`config.mk`:
```
export PLATFORM = sky130hd
export DESIGN_NAME = lcd_arbiter_seq_flat
export DESIGN_NICKNAME = d
export VERILOG_FILES = /design/src/rtl/lcd_arbiter_seq_if.sv /design/src/rtl/lcd_arbiter_seq.sv /design/src/flat_wrapper.sv
export SDC_FILE = /design/constraint.sdc
export NUM_CORES = 1
export LEC_CHECK = 0
export CAP_MARGIN = 0
export CORE_UTILIZATION = 35
export CTS_CLUSTER_SIZE = 12
export DETAILED_ROUTE_END_ITERATION = 8
export SETUP_SLACK_MARGIN = 0.02
export SLEW_MARGIN = 5
export SYNTH_ARGS = -nofsm -noshare
export SYNTH_HDL_FRONTEND = slang
export SYNTH_SLANG_ARGS = --single-unit
```
`constraint.sdc`:
```
create_clock -name clk -period 2.7 [get_ports clk]
set_input_delay 0.27 -clock clk [delete_from_list [all_inputs] [get_ports clk]]
set_output_delay 0.27 -clock clk [all_outputs]
set_load 0.005 [all_outputs]
```
`src/rtl/lcd_arbiter_seq_if.sv`:
```
// lcd_arbiter_seq_if
// Bundles the two requester handshakes, the byte-writer handshake and the
// status outputs of lcd_arbiter_seq.
//   r0_*/r1_*  : requester byte channels (req/rs/data/last in, ack out)
//   wr_*       : byte-writer engine (start/rs/data out, busy/done in)
//   ready      : init done and arbiter idle
//   owner      : current or last granted requester
// slave  = arbiter side, master = requesters + writer side.
interface lcd_arbiter_seq_if;
    logic       r0_req;
    logic       r0_rs;
    logic [7:0] r0_data;
    logic       r0_last;
    logic       r0_ack;
    logic       r1_req;
    logic       r1_rs;
    logic [7:0] r1_data;
    logic       r1_last;
    logic       r1_ack;
    logic       wr_start;
    logic       wr_rs;
    logic [7:0] wr_data;
    logic       wr_busy;
    logic       wr_done;
    logic       ready;
    logic       owner;

    modport slave (
        input  r0_req, r0_rs, r0_data, r0_last,
        output r0_ack,
        input  r1_req, r1_rs, r1_data, r1_last,
        output r1_ack,
        output wr_start, wr_rs, wr_data,
        input  wr_busy, wr_done,
        output ready, owner
    );

    modport master (
        output r0_req, r0_rs, r0_data, r0_last,
        input  r0_ack,
        output r1_req, r1_rs, r1_data, r1_last,
        input  r1_ack,
        input  wr_start, wr_rs, wr_data,
        output wr_busy, wr_done,
        input  ready, owner
    );
endinterface

```
`src/rtl/lcd_arbiter_seq.sv`:
```
// lcd_arbiter_seq
// Front end for the LCD byte writer: runs the HD44780 power-up init sequence
// after reset, then shares the writer between two requesters using
// round-robin arbitration with packet locking. Clear/home instructions get
// their post-command wait inserted before the requester is acked.
// Ports:
//   clk    : system clock, rising edge
//   reset  : synchronous, active low
//   bus    : lcd_arbiter_seq_if.slave (requesters, writer, ready, owner)
//
// state        | meaning
// -------------+-------------------------------------------------------
// S_PWRUP      | power-up wait before the first init command
// S_INIT_ISSUE | pulse wr_start with the current init table entry
// S_INIT_WAIT  | wait for wr_done of the init byte
// S_INIT_DLY   | wait after the init clear command
// S_IDLE       | ready; arbitrate between requesters
// S_ISSUE      | pulse wr_start for the latched byte (or, locked, wait
//              | for the owner's next byte)
// S_WAIT_DONE  | wait for wr_done of a requester byte
// S_CLR_DLY    | wait after a clear/home command before acking
module lcd_arbiter_seq #(
    parameter int WAIT_POWERUP = 750000,
    parameter int WAIT_CLEAR   = 82000,
    parameter int CNT_W        = 20
) (
    input  logic               clk,
    input  logic               reset,
    lcd_arbiter_seq_if.slave   bus
);

    typedef enum logic [2:0] {
        S_PWRUP,
        S_INIT_ISSUE,
        S_INIT_WAIT,
        S_INIT_DLY,
        S_IDLE,
        S_ISSUE,
        S_WAIT_DONE,
        S_CLR_DLY
    } state_t;

    localparam logic [CNT_W-1:0] PWR_TC = CNT_W'(WAIT_POWERUP - 1);
    localparam logic [CNT_W-1:0] CLR_TC = CNT_W'(WAIT_CLEAR - 1);

    state_t           state_q, state_n;
    logic [CNT_W-1:0] cnt_q, cnt_n;
    logic [1:0]       idx_q, idx_n;
    logic             lock_q, lock_n;
    logic             pend_q, pend_n;
    logic             lat_rs_q, lat_rs_n;
    logic [7:0]       lat_data_q, lat_data_n;
    logic             lat_last_q, lat_last_n;
    logic             owner_q, owner_n;
    logic             last_grant_q, last_grant_n;
    logic             ack0_q, ack0_n;
    logic             ack1_q, ack1_n;

    logic       start;
    logic       take;
    logic       take_sel;
    logic       finish;
    logic       eff0, eff1;
    logic       arb_any, arb_sel;
    logic [7:0] init_byte;
    logic       init_phase;
    logic       is_clr;

    always_comb begin
        case (idx_q)
            2'd0:    init_byte = 8'h38;
            2'd1:    init_byte = 8'h0C;
            2'd2:    init_byte = 8'h06;
            default: init_byte = 8'h01;
        endcase
    end

    // A requester still sees its ack cycle with req high; mask it so the
    // just-finished byte is not granted a second time.
    assign eff0    = bus.r0_req & ~ack0_q;
    assign eff1    = bus.r1_req & ~ack1_q;
    assign arb_any = eff0 | eff1;
    assign arb_sel = eff1 & (~eff0 | ~last_grant_q);

    assign is_clr = ~lat_rs_q & ((lat_data_q == 8'h01) | (lat_data_q == 8'h02));

    always_comb begin
        state_n      = state_q;
        cnt_n        = cnt_q;
        idx_n        = idx_q;
        lock_n       = lock_q;
        pend_n       = pend_q;
        owner_n      = owner_q;
        last_grant_n = last_grant_q;
        lat_rs_n     = lat_rs_q;
        lat_data_n   = lat_data_q;
        lat_last_n   = lat_last_q;
        ack0_n       = 1'b0;
        ack1_n       = 1'b0;
        start        = 1'b0;
        take         = 1'b0;
        take_sel     = 1'b0;
        finish       = 1'b0;

        case (state_q)
            S_PWRUP: begin
                if (cnt_q == PWR_TC) begin
                    state_n = S_INIT_ISSUE;
                    cnt_n   = '0;
                    idx_n   = 2'd0;
                end else begin
                    cnt_n = cnt_q + 1'b1;
                end
            end
            S_INIT_ISSUE: begin
                if (!bus.wr_busy) begin
                    start   = 1'b1;
                    state_n = S_INIT_WAIT;
                end
            end
            S_INIT_WAIT: begin
                if (bus.wr_done) begin
                    if (init_byte == 8'h01) begin
                        state_n = S_INIT_DLY;
                        cnt_n   = '0;
                    end else begin
                        idx_n   = idx_q + 1'b1;
                        state_n = S_INIT_ISSUE;
                    end
                end
            end
            S_INIT_DLY: begin
                if (cnt_q == CLR_TC) begin
                    state_n = S_IDLE;
                end else begin
                    cnt_n = cnt_q + 1'b1;
                end
            end
            S_IDLE: begin
                if (arb_any) begin
                    take     = 1'b1;
                    take_sel = arb_sel;
                    state_n  = S_ISSUE;
                end
            end
            S_ISSUE: begin
                if (pend_q) begin
                    if (!bus.wr_busy) begin
                        start   = 1'b1;
                        pend_n  = 1'b0;
                        state_n = S_WAIT_DONE;
                    end
                end else if (lock_q) begin
                    // Mid-packet: only the owner may supply the next byte.
                    if (owner_q ? eff1 : eff0) begin
                        take     = 1'b1;
                        take_sel = owner_q;
                    end
                end else if (arb_any) begin
                    take     = 1'b1;
                    take_sel = arb_sel;
                end
            end
            S_WAIT_DONE: begin
                if (bus.wr_done) begin
                    if (is_clr) begin
                        state_n = S_CLR_DLY;
                        cnt_n   = '0;
                    end else begin
                        finish = 1'b1;
                    end
                end
            end
            S_CLR_DLY: begin
                if (cnt_q == CLR_TC) begin
                    finish = 1'b1;
                end else begin
                    cnt_n = cnt_q + 1'b1;
                end
            end
            default: state_n = S_PWRUP;
        endcase

        if (take) begin
            pend_n       = 1'b1;
            owner_n      = take_sel;
            last_grant_n = take_sel;
            lat_rs_n     = take_sel ? bus.r1_rs   : bus.r0_rs;
            lat_data_n   = take_sel ? bus.r1_data : bus.r0_data;
            lat_last_n   = take_sel ? bus.r1_last : bus.r0_last;
        end

        if (finish) begin
            ack0_n = ~owner_q;
            ack1_n = owner_q;
            if (lat_last_q) begin
                lock_n  = 1'b0;
                state_n = S_IDLE;
            end else begin
                lock_n  = 1'b1;
                state_n = S_ISSUE;
            end
        end
    end

    always_ff @(posedge clk) begin
        if (!reset) begin
            state_q      <= S_PWRUP;
            cnt_q        <= '0;
            idx_q        <= 2'd0;
            lock_q       <= 1'b0;
            pend_q       <= 1'b0;
            owner_q      <= 1'b0;
            last_grant_q <= 1'b1;
            lat_rs_q     <= 1'b0;
            lat_data_q   <= 8'h00;
            lat_last_q   <= 1'b0;
            ack0_q       <= 1'b0;
            ack1_q       <= 1'b0;
        end else begin
            state_q      <= state_n;
            cnt_q        <= cnt_n;
            idx_q        <= idx_n;
            lock_q       <= lock_n;
            pend_q       <= pend_n;
            owner_q      <= owner_n;
            last_grant_q <= last_grant_n;
            lat_rs_q     <= lat_rs_n;
            lat_data_q   <= lat_data_n;
            lat_last_q   <= lat_last_n;
            ack0_q       <= ack0_n;
            ack1_q       <= ack1_n;
        end
    end

    assign init_phase   = (state_q == S_INIT_ISSUE) || (state_q == S_INIT_WAIT);
    assign bus.wr_start = start;
    assign bus.wr_rs    = init_phase ? 1'b0 : lat_rs_q;
    assign bus.wr_data  = init_phase ? init_byte : lat_data_q;
    assign bus.ready    = (state_q == S_IDLE);
    assign bus.owner    = owner_q;
    assign bus.r0_ack   = ack0_q;
    assign bus.r1_ack   = ack1_q;

endmodule

```
`src/flat_wrapper.sv`:
```
// flat-port wrapper written by rule: the top's interface ports become plain ports
module lcd_arbiter_seq_flat 
#(
    parameter int WAIT_POWERUP = 750000,
    parameter int WAIT_CLEAR   = 82000,
    parameter int CNT_W        = 20
)
  (clk, reset, bus_r0_req, bus_r0_rs, bus_r0_data, bus_r0_last, bus_r0_ack, bus_r1_req, bus_r1_rs, bus_r1_data, bus_r1_last, bus_r1_ack, bus_wr_start, bus_wr_rs, bus_wr_data, bus_wr_busy, bus_wr_done, bus_ready, bus_owner);
  lcd_arbiter_seq_if bus_i ();
  input  logic clk;
  input  logic reset;
  input wire logic [$bits(bus_i.r0_req)-1:0] bus_r0_req;
  input wire logic [$bits(bus_i.r0_rs)-1:0] bus_r0_rs;
  input wire logic [$bits(bus_i.r0_data)-1:0] bus_r0_data;
  input wire logic [$bits(bus_i.r0_last)-1:0] bus_r0_last;
  output wire logic [$bits(bus_i.r0_ack)-1:0] bus_r0_ack;
  input wire logic [$bits(bus_i.r1_req)-1:0] bus_r1_req;
  input wire logic [$bits(bus_i.r1_rs)-1:0] bus_r1_rs;
  input wire logic [$bits(bus_i.r1_data)-1:0] bus_r1_data;
  input wire logic [$bits(bus_i.r1_last)-1:0] bus_r1_last;
  output wire logic [$bits(bus_i.r1_ack)-1:0] bus_r1_ack;
  output wire logic [$bits(bus_i.wr_start)-1:0] bus_wr_start;
  output wire logic [$bits(bus_i.wr_rs)-1:0] bus_wr_rs;
  output wire logic [$bits(bus_i.wr_data)-1:0] bus_wr_data;
  input wire logic [$bits(bus_i.wr_busy)-1:0] bus_wr_busy;
  input wire logic [$bits(bus_i.wr_done)-1:0] bus_wr_done;
  output wire logic [$bits(bus_i.ready)-1:0] bus_ready;
  output wire logic [$bits(bus_i.owner)-1:0] bus_owner;
  assign bus_i.r0_req = bus_r0_req;
  assign bus_i.r0_rs = bus_r0_rs;
  assign bus_i.r0_data = bus_r0_data;
  assign bus_i.r0_last = bus_r0_last;
  assign bus_r0_ack = bus_i.r0_ack;
  assign bus_i.r1_req = bus_r1_req;
  assign bus_i.r1_rs = bus_r1_rs;
  assign bus_i.r1_data = bus_r1_data;
  assign bus_i.r1_last = bus_r1_last;
  assign bus_r1_ack = bus_i.r1_ack;
  assign bus_wr_start = bus_i.wr_start;
  assign bus_wr_rs = bus_i.wr_rs;
  assign bus_wr_data = bus_i.wr_data;
  assign bus_i.wr_busy = bus_wr_busy;
  assign bus_i.wr_done = bus_wr_done;
  assign bus_ready = bus_i.ready;
  assign bus_owner = bus_i.owner;
  lcd_arbiter_seq #(.WAIT_POWERUP(WAIT_POWERUP), .WAIT_CLEAR(WAIT_CLEAR), .CNT_W(CNT_W)) u_core (.clk(clk), .reset(reset), .bus(bus_i));
endmodule
```
==> out/qor.yml, run 1 <==
outcome:
  status: "finished clean"
clock_tree:
  cts_hold_buf: 0
  htreeDepth: 2
  clk_path_buf_depth: 2
  root_buffer: "clkbuf_8"
  clk_latency_ns: 0.30
  clock_sinks: 41
  clk_pin_slew_ns: 0.09
  cts_tree: "yes"
  numCtsBuffers: 5
sta:
  post-route-min-period_ns: 2.44
  finalCritPeriodShare: 0.902
  fin_setup_tns_ns: 0
  maxSlewViolCount: 0
  setup_viol: 0
  hold_viol_final: 0
  fin_skew_ns: 0.0115
  worst_pin_slew_ns: 0.552
  rsz0062_at_grt: "no"
  clock.fmax_mhz: 411
  max_slew_margin: 0.632
pwr:
  powerDensity_mw_per_mm2: 402
  vdd_drop_max_mv: 0.182
  fin_total_pwr_mw: 1.21
  leakagePower_nw: 1.05
grt:
  antenna_found_initial: 0
  grt_pass1_wl_um: 9790
  grt_remaining_overflow: 0
  grt_pass1_vias: 2037
  grt_max_degree: 24
  grt_usage: 0.169
layout:
  n_fill_cell: 650
  drive_gt1_frac: 0.0982
  antennaDiodeCount: 0
  area_delta_synth_final_pct: 24.9
  final_nets: 358
  final_cells: 403
drt:
  wirelength_um: 5630
  vias_per_cell: 5.38
  dr.pass1.iters: 4
  drtAntennaViolNets: 0
  drtIter0Drc: 128
  wl_per_cell_um: 14.0
  route.detailed.drc: 0
  num_vias: 2170
yosys:
  synth_seq_area_share: 0.340
  yosysWarnings: 0
  synth_area_sq_mm: 0.00241
  syn_nets: 317
  synth_top_area_frac: 0.340
  synth.most_common_cell: "nor2_1"
  syn_avg_cell_area_sq_um: 8.49
  synthTopCellsByCount: "nor2_1, dfxtp_1, nand3_1, xor2_1"
  yosys-top-cells-area: "dfxtp_1, nor2_1, xor2_1"
  synthArstFlopShare: 0
  synth_edf_count: 0
  ys.flop_type: "dfxtp_1"
  ys_seq_elements: 41
  yosys.cell_types.count: 52
  synth_top_area_cell: "dfxtp_1"
  syn_inst: 284
place:
  dp.cells: 395
  port_buffers: 39
  place.detailed.hpwl_um: 4050
  globalplace.congestion: 0.817
floorplan:
  die_h_um: 85
  rows: 29
  start_util: 0.371
  die_x_um: 85
  dieArea_sq_mm: 0.00723
  pin_count: 40
  coreArea_sq_mm: 0.00649
hold_path:
  hold_class: "flip-flop to flip-flop"
setup_path:
  crit_type: "flip-flop to output pin"
  cp.required_ns: 2.43
  worst-path-max-fanout: 11
  cp-end-kind: "output pin"
  cp-start-kind: "flip-flop"
  arrival_ns: 2.17
flow_run:
  drv_cap: 0
==> cell usage in the layout (no fill, tap or decap), drive strengths merged, types with 2 or more instances in the layout <==
| cell type | count |
|---|---|
| nor2 | 43 |
| dfxtp | 41 |
| clkdlybuf4s50 | 39 |
| nand3 | 18 |
| xor2 | 17 |
| nand2 | 14 |
| a211oi | 13 |
| a21oi | 11 |
| inv | 10 |
| mux2i | 10 |
| buf | 10 |
| nand4 | 10 |
| o21ai | 8 |
| and3 | 7 |
| ha | 7 |
| nor2b | 6 |
| mux2 | 6 |
| or3 | 6 |
| clkbuf | 6 |
| nor3 | 5 |
| nor4 | 4 |
| nor3b | 3 |
| nand2b | 3 |
| or4 | 3 |
| a31oi | 2 |
| a311oi | 2 |
| a2111oi | 2 |
==> registers in the layout (all words and copies together) (netlist names) <==
name,count
u_core.bus.r0_ack,1
u_core.state_q,3
u_core.bus.owner,1
u_core.idx_q,2
u_core.last_grant_q,1
u_core.cnt_q,20
u_core.lat_data_q,8
u_core.lat_last_q,1
u_core.bus.r1_ack,1
u_core.lat_rs_q,1
u_core.pend_q,1
u_core.lock_q,1
==> worst paths after layout <==
kind / to / from / slack, ns / cells after the start
setup / recovery: bus_wr_data[3] / u_core.state_q[0]$_SDFFE_PN0P_ / 0.26 / 5
hold / removal: u_core.lock_q$_SDFFE_PN0N_ / u_core.lat_last_q$_SDFFE_PN0P_ / 0.48 / 1
setup reg to reg: u_core.cnt_q[14]$_SDFFE_PN0P_ / u_core.lat_data_q[2]$_SDFFE_PN0P_ / 0.44 / 6
hold reg to reg: u_core.lock_q$_SDFFE_PN0N_ / u_core.lat_last_q$_SDFFE_PN0P_ / 0.48 / 1
==> per-layer routing <==
layer | global-route usage | part of all wire
met3 | 0.0321 | 0.034
met1 | 0.231 | 0.50
met2 | 0.262 | 0.45
met4 | 0.0632 | 0.015
met5 | 0 | 0
==> worst max-delay path, stage by stage, from the launching register on <==
cell and delay (ns):
dfxtp_1 0.53, nand2_1 0.16, a21oi_1 0.17, buf_4 0.19, mux2_2 0.35, clkdlybuf4s50_1 0.45
==> power breakdown <==
part,leakage (nW),switching (mW),total [mW],internal (mW)
clock network,0.0574,0.229,0.530,0.301
registers,0.331,0.00440,0.613,0.609
logic,0.662,0.0267,0.0693,0.0426
==> metrics by stage <==
step / util / instance area [sq um] / hold slack [ns] / setup WS [ns]
floorplan: - / 2410 / 0.384 / 0.687
global placement: 0.445 / 2890 / 0.457 / 0.407
detailed placement: 0.445 / 2890 / 0.468 / 0.390
CTS: 0.463 / 3010 / 0.481 / 0.112
global route: 0.464 / 3010 / 0.524 / 0.140
finish: 0.464 / 3010 / 0.478 / 0.265
==> cell families after synthesis <==
logic type,count (synthesis),share of synthesized area
mux,16,0.0695
simple gates,128,0.288
buf+inv,26,0.0514
compound gates,49,0.153
fa+ha+maj,7,0.0363
flops,41,0.340
xor+xnor,17,0.0618
==> cell type report <==
| cell class | instances | area [sq um] | area share |
|---|---|---|---|
| multi-input combinational | 217 | 1470 | 0.487 |
| sequential | 41 | 822 | 0.273 |
| timing repair buffer | 49 | 465 | 0.155 |
| tap | 77 | 96.3 | 0.0320 |
| clock buffer | 6 | 82.6 | 0.0274 |
| inverter | 11 | 41.3 | 0.0137 |
| clock inverter | 2 | 37.5 | 0.0125 |
==> what timing repair did <==
item,CTS,global route
setup endpoints to repair,0,6
resized for setup,0,1
setup buffers,0,0
(Power assumes the default switching activity.)
==> run 2: changes to the inputs <==
--- a/config.mk
+++ b/config.mk
@@ -7,8 +7,10 @@
 export LEC_CHECK = 0
 export CAP_MARGIN = 0
 export CORE_UTILIZATION = 35
+export CTS_CLUSTER_DIAMETER = 200
 export CTS_CLUSTER_SIZE = 12
 export DETAILED_ROUTE_END_ITERATION = 8
+export DONT_BUFFER_PORTS = 1
 export SETUP_SLACK_MARGIN = 0.02
 export SLEW_MARGIN = 5
 export SYNTH_ARGS = -nofsm -noshare
==> out/qor.yml, run 2 (synthesis gave the netlist of run 1 again) <==
pwr:
  powerDensity_mw_per_mm2: 440
  leakagePower_nw: 0.882
  vdd_drop_max_mv: 0.236
place:
  port_buffers: 0
  globalplace.congestion: 0.791
  pre_cts_ws_ns: 0.395
  dp.cells: 352
  place.detailed.hpwl_um: 3740
  dpl_cell_area_sq_mm: 0.00247
layout:
  final_cells: 359
  regMostFlops: "u_core.cnt_q"
  final_nets: 315
  layout_commonest_cell: "nor2_1"
  antennaDiodeCount: 0
  n_fill_cell: 656
  largest_reg_flops: 20
  final_cell_mix: "nor2_1, dfxtp_1, nand3_1, xor2_1"
  fin_area_sq_mm: 0.00257
  area_delta_synth_final_pct: 6.75
  largest_registers: "u_core.cnt_q x20, u_core.lat_data_q x8, u_core.state_q x3"
  drive_gt1_frac: 0.0922
  fin_util: 0.396
setup_path:
  cp.required_ns: 2.43
  crit_type: "flip-flop to output pin"
  cpMaxStageDelayCell: "a21oi_1"
  worst-path-max-fanout: 11
  cp-end-kind: "output pin"
  cp-start-kind: "flip-flop"
  slowest_delay_ns: 0.70
  arrival_ns: 2.26
  crit_chain: "nand2b_1, a21oi_1, mux2_2"
clock_tree:
  cts_tree: "yes"
  clk_latency_ns: 0.30
  htreeDepth: 2
  postCtsResizedCells: 0
  post_cts_buffers: 0
  root_buffer: "clkbuf_8"
  cts_hold_buf: 0
  clock_sinks: 41
  clk_path_buf_depth: 2
  clk_pin_slew_ns: 0.08
  numCtsBuffers: 5
grt:
  grt_max_degree: 23
  antenna_found_initial: 0
  grt_remaining_overflow: 0
  grt_pass1_vias: 1823
  grt_usage: 0.152
  grt_pass1_wl_um: 8780
floorplan:
  die_h_um: 85
  die_x_um: 85
  start_util: 0.371
  pin_count: 40
  rows: 29
  dieArea_sq_mm: 0.00723
  coreArea_sq_mm: 0.00649
sta:
  clock.fmax_mhz: 395
  fin_setup_tns_ns: 0
  maxSlewViolCount: 0
  setup_ws_ns: 0.169
  post-route-min-period_ns: 2.53
  hold_viol_final: 0
  rsz0062_at_grt: "no"
  setup_viol: 0
  fin_skew_ns: 0.0126
  max_slew_margin: 0.448
  finalCritPeriodShare: 0.937
  worst_pin_slew_ns: 0.829
drt:
  wl_per_cell_um: 14.7
  dr.pass1.iters: 4
  vias_per_cell: 5.51
  drtAntennaViolNets: 0
  num_vias: 1978
  route.detailed.drc: 0
  drtIter0Drc: 127
  wirelength_um: 5260
outcome:
  status: "finished clean"
hold_path:
  hold_class: "input port to flip-flop"
flow_run:
  drv_cap: 0
run 2: path summary, 6_finish.rpt:
check / from / end / slack [ns] / cells past startpoint
worst max-delay path: u_core.state_q[1]$_SDFFE_PN0P_ / bus_wr_data[3] / 0.17 / 3
worst max register to register: u_core.cnt_q[0]$_SDFFE_PN0P_ / u_core.cnt_q[14]$_SDFFE_PN0P_ / 0.36 / 7
worst min-delay path: reset / u_core.bus.owner$_SDFFE_PN0P_ / 0.08 / 1
worst min register to register: u_core.lat_last_q$_SDFFE_PN0P_ / u_core.lock_q$_SDFFE_PN0N_ / 0.47 / 1
run 2: per-layer routing:
layer  share of wire  vias to the layer above  track usage  wire (um)
li1                -                     1019            -          -
met1            0.51                      910        0.219       2690
met2            0.43                       45        0.220       2260
met3           0.048                        4       0.0350        254
met4           0.011                        0       0.0570         57
met5               0                        -            0          0
run 2: worst max-delay path, delay by kind of cell, from the launching register on:
| family | cells | cell delay [ns] |
|---|---|---|
| AOI/OAI and AO/OA | 1 | 0.70 |
| muxes | 1 | 0.44 |
| and+or+nand+nor | 1 | 0.23 |
| DFF | 1 | 0.59 |
run 2: final cells by class:
class	count	area [sq um]	share of cell area
flip-flops and latches	41	821	0.319
multi-input cells	217	1470	0.570
clock inverters	2	35.0	0.0136
repair buffers	6	45.0	0.0175
well taps	77	96.3	0.0374
inverters	11	41.3	0.0160
clock buffers	5	68.8	0.0267
run 2: where the power goes:
| group | switching, mW | internal [mW] |
|---|---|---|
| combinational | 0.0200 | 0.0115 |
| clock | 0.218 | 0.269 |
| sequential | 0.00454 | 0.609 |
run 2: per-stage QoR:
step | hold slack (ns) | total power, mW
3_5_place_dp | 0.393 | 0.659
4_1_cts | 0.0754 | 1.15
2_1_floorplan | 0.384 | 0.651
3_3_place_gp | 0.388 | 0.659
6_report | 0.0825 | 1.13
5_1_grt | 0.0693 | 1.18
==> run 3: changes to the inputs <==
--- a/config.mk
+++ b/config.mk
@@ -11,6 +11,8 @@
 export CTS_CLUSTER_SIZE = 12
 export DETAILED_ROUTE_END_ITERATION = 8
 export DONT_BUFFER_PORTS = 1
+export GPL_TIMING_DRIVEN = 0
+export REMOVE_ABC_BUFFERS = 1
 export SETUP_SLACK_MARGIN = 0.02
 export SLEW_MARGIN = 5
 export SYNTH_ARGS = -nofsm -noshare
==> out/qor.yml, run 3 (synthesis gave the netlist of run 1 again) <==
setup_path:
  regToRegStartpoint: "u_core.bus.owner$_SDFFE_PN0P_"
  crit_chain: "nand2b_1, a21oi_1, mux2_2"
  arrival_ns: 2.22
  cp-start-kind: "flip-flop"
  worst-path-max-fanout: 11
  cp-end-kind: "output pin"
  slowest_delay_ns: 0.69
  cpMaxStageDelayCell: "a21oi_1"
  worst-path-buf-inv: 0
  cp.required_ns: 2.43
  rrSetupSlack_ns: 0.29
  r2r-end: "u_core.bus.owner$_SDFFE_PN0P_"
  crit_type: "flip-flop to output pin"
  cpLargestDelayFamily: "compound AO/OA/AOI/OAI gates"
  reg2reg_depth: 6
sta:
  clock.fmax_mhz: 401
  fin_skew_ns: 0.00843
  worst_pin_slew_ns: 1.16
  rsz0062_at_grt: "no"
  max_slew_margin: 0.225
  maxSlewViolCount: 0
  setup_viol: 0
  finalCritPeriodShare: 0.924
  hold_viol_final: 0
  post-route-min-period_ns: 2.49
clock_tree:
  clk_latency_ns: 0.30
  root_buffer: "clkbuf_8"
  htreeDepth: 2
  clk_path_buf_depth: 2
  clock_sinks: 41
  clk_pin_slew_ns: 0.09
  cts_tree: "yes"
  post_cts_buffers: 0
  cts_hold_buf: 0
  numCtsBuffers: 5
pwr:
  vdd_drop_max_mv: 0.319
  leakagePower_nw: 0.848
  powerDensity_mw_per_mm2: 413
outcome:
  status: "finished clean"
layout:
  n_fill_cell: 664
  final_cells: 354
  fin_area_sq_mm: 0.00252
  largest_registers: "u_core.cnt_q x20, u_core.lat_data_q x8, u_core.state_q x3"
  drive_gt1_frac: 0.0903
  layout_commonest_cell: "nor2_1"
  final_nets: 309
  regMostFlops: "u_core.cnt_q"
  antennaDiodeCount: 0
  final_cell_mix: "nor2_1, dfxtp_1, nand3_1, xor2_1, a211oi_1"
  largest_reg_flops: 20
  area_delta_synth_final_pct: 4.67
flow_run:
  drv_cap: 0
grt:
  grt_remaining_overflow: 0
  grt_usage: 0.148
  grt_pass1_wl_um: 8600
  grt_max_degree: 24
  antenna_found_initial: 0
  grt_pass1_vias: 1826
floorplan:
  coreArea_sq_mm: 0.00649
  die_h_um: 85
  pin_count: 40
  rows: 29
  start_util: 0.371
  die_x_um: 85
  dieArea_sq_mm: 0.00723
place:
  globalplace.congestion: 0.794
  place.detailed.hpwl_um: 3560
  dp.cells: 346
  port_buffers: 0
  dpl_cell_area_sq_mm: 0.00242
drt:
  drtAntennaViolNets: 0
  route.detailed.drc: 0
  wl_per_cell_um: 14.4
  drtIter0Drc: 88
  num_vias: 1983
  dr.pass1.iters: 4
  wirelength_um: 5090
  vias_per_cell: 5.60
hold_path:
  hold_class: "input port to flip-flop"
  whs_endpoint: "u_core.bus.owner$_SDFFE_PN0P_"
  hold_start: "reset"
  hold_depth: 1
[run 3: cell types whose count changed in the layout (fill, tap and decap cells not counted), sizes merged]
cell / change
buf: -6
clkinvlp: +1
clkinv: +1
bufinv: -1
[run 3: layout make-up]
type,instances,area [sq um],area share
Inverter,11,41.3,0.0164
Tap cell,77,96.3,0.0382
Clock inverter,3,17.5,0.00694
Sequential cell,41,822,0.326
Multi-Input combinational cell,217,1480,0.586
Clock buffer,5,68.8,0.0273
[run 3: worst max path at each step]
| stage | start | endpoint | slack, ns | cells past startpoint |
|---|---|---|---|---|
| 2_1_floorplan | u_core.state_q[2]$_SDFFE_PN0P_ | u_core.lat_data_q[0]$_SDFFE_PN0P_ | 0.42 | 6 |
| 6_report | u_core.state_q[1]$_SDFFE_PN0P_ | bus_wr_data[1] | 0.21 | 3 |
| 5_1_grt | u_core.bus.owner$_SDFFE_PN0P_ | u_core.lat_rs_q$_SDFFE_PN0P_ | 0.03 | 6 |
| 3_3_place_gp | u_core.state_q[2]$_SDFFE_PN0P_ | u_core.lat_data_q[1]$_SDFFE_PN0P_ | -0.11 | 6 |
| 3_5_place_dp | u_core.state_q[2]$_SDFFE_PN0P_ | u_core.lat_data_q[0]$_SDFFE_PN0P_ | -0.13 | 6 |
| 4_1_cts | u_core.cnt_q[0]$_SDFFE_PN0P_ | u_core.cnt_q[14]$_SDFFE_PN0P_ | 0.16 | 7 |
[run 3: metal layers]
| layer | track usage | vias up | part of all wire |
|---|---|---|---|
| met3 | 0.0311 | 6 | 0.046 |
| met5 | 0 | - | 0 |
| li1 | - | 1012 | - |
| met2 | 0.236 | 47 | 0.43 |
| met1 | 0.198 | 918 | 0.51 |
| met4 | 0.0478 | 0 | 0.011 |
[run 3: report_power, final]
| group | switching [mW] | leakage [nW] | internal, mW |
|---|---|---|---|
| combinational | 0.0198 | 0.472 | 0.0106 |
| sequential | 0.00427 | 0.331 | 0.609 |
| clock | 0.221 | 0.0439 | 0.179 |
| total | 0.245 | 0.848 | 0.798 |
[run 3: timing repair]
action / in CTS / in global routing
gates cloned: 0 / 0
endpoints found under the setup margin: 10 / 21
pin swaps: 0 / 3
resized for setup: 1 / 3
[run 3: per-stage QoR]
stage,hold WS (ns),utilization,TNS [ns],total power [mW],setup WS (ns)
6_report,0.0821,0.389,0,1.04,0.206
5_1_grt,0.0785,0.389,0,1.09,0.0260
2_1_floorplan,0.384,-,0,0.650,0.420
3_3_place_gp,0.389,0.373,-0.864,0.657,-0.114
3_5_place_dp,0.388,0.373,-0.980,0.658,-0.125
4_1_cts,0.0761,0.387,0,1.06,0.158
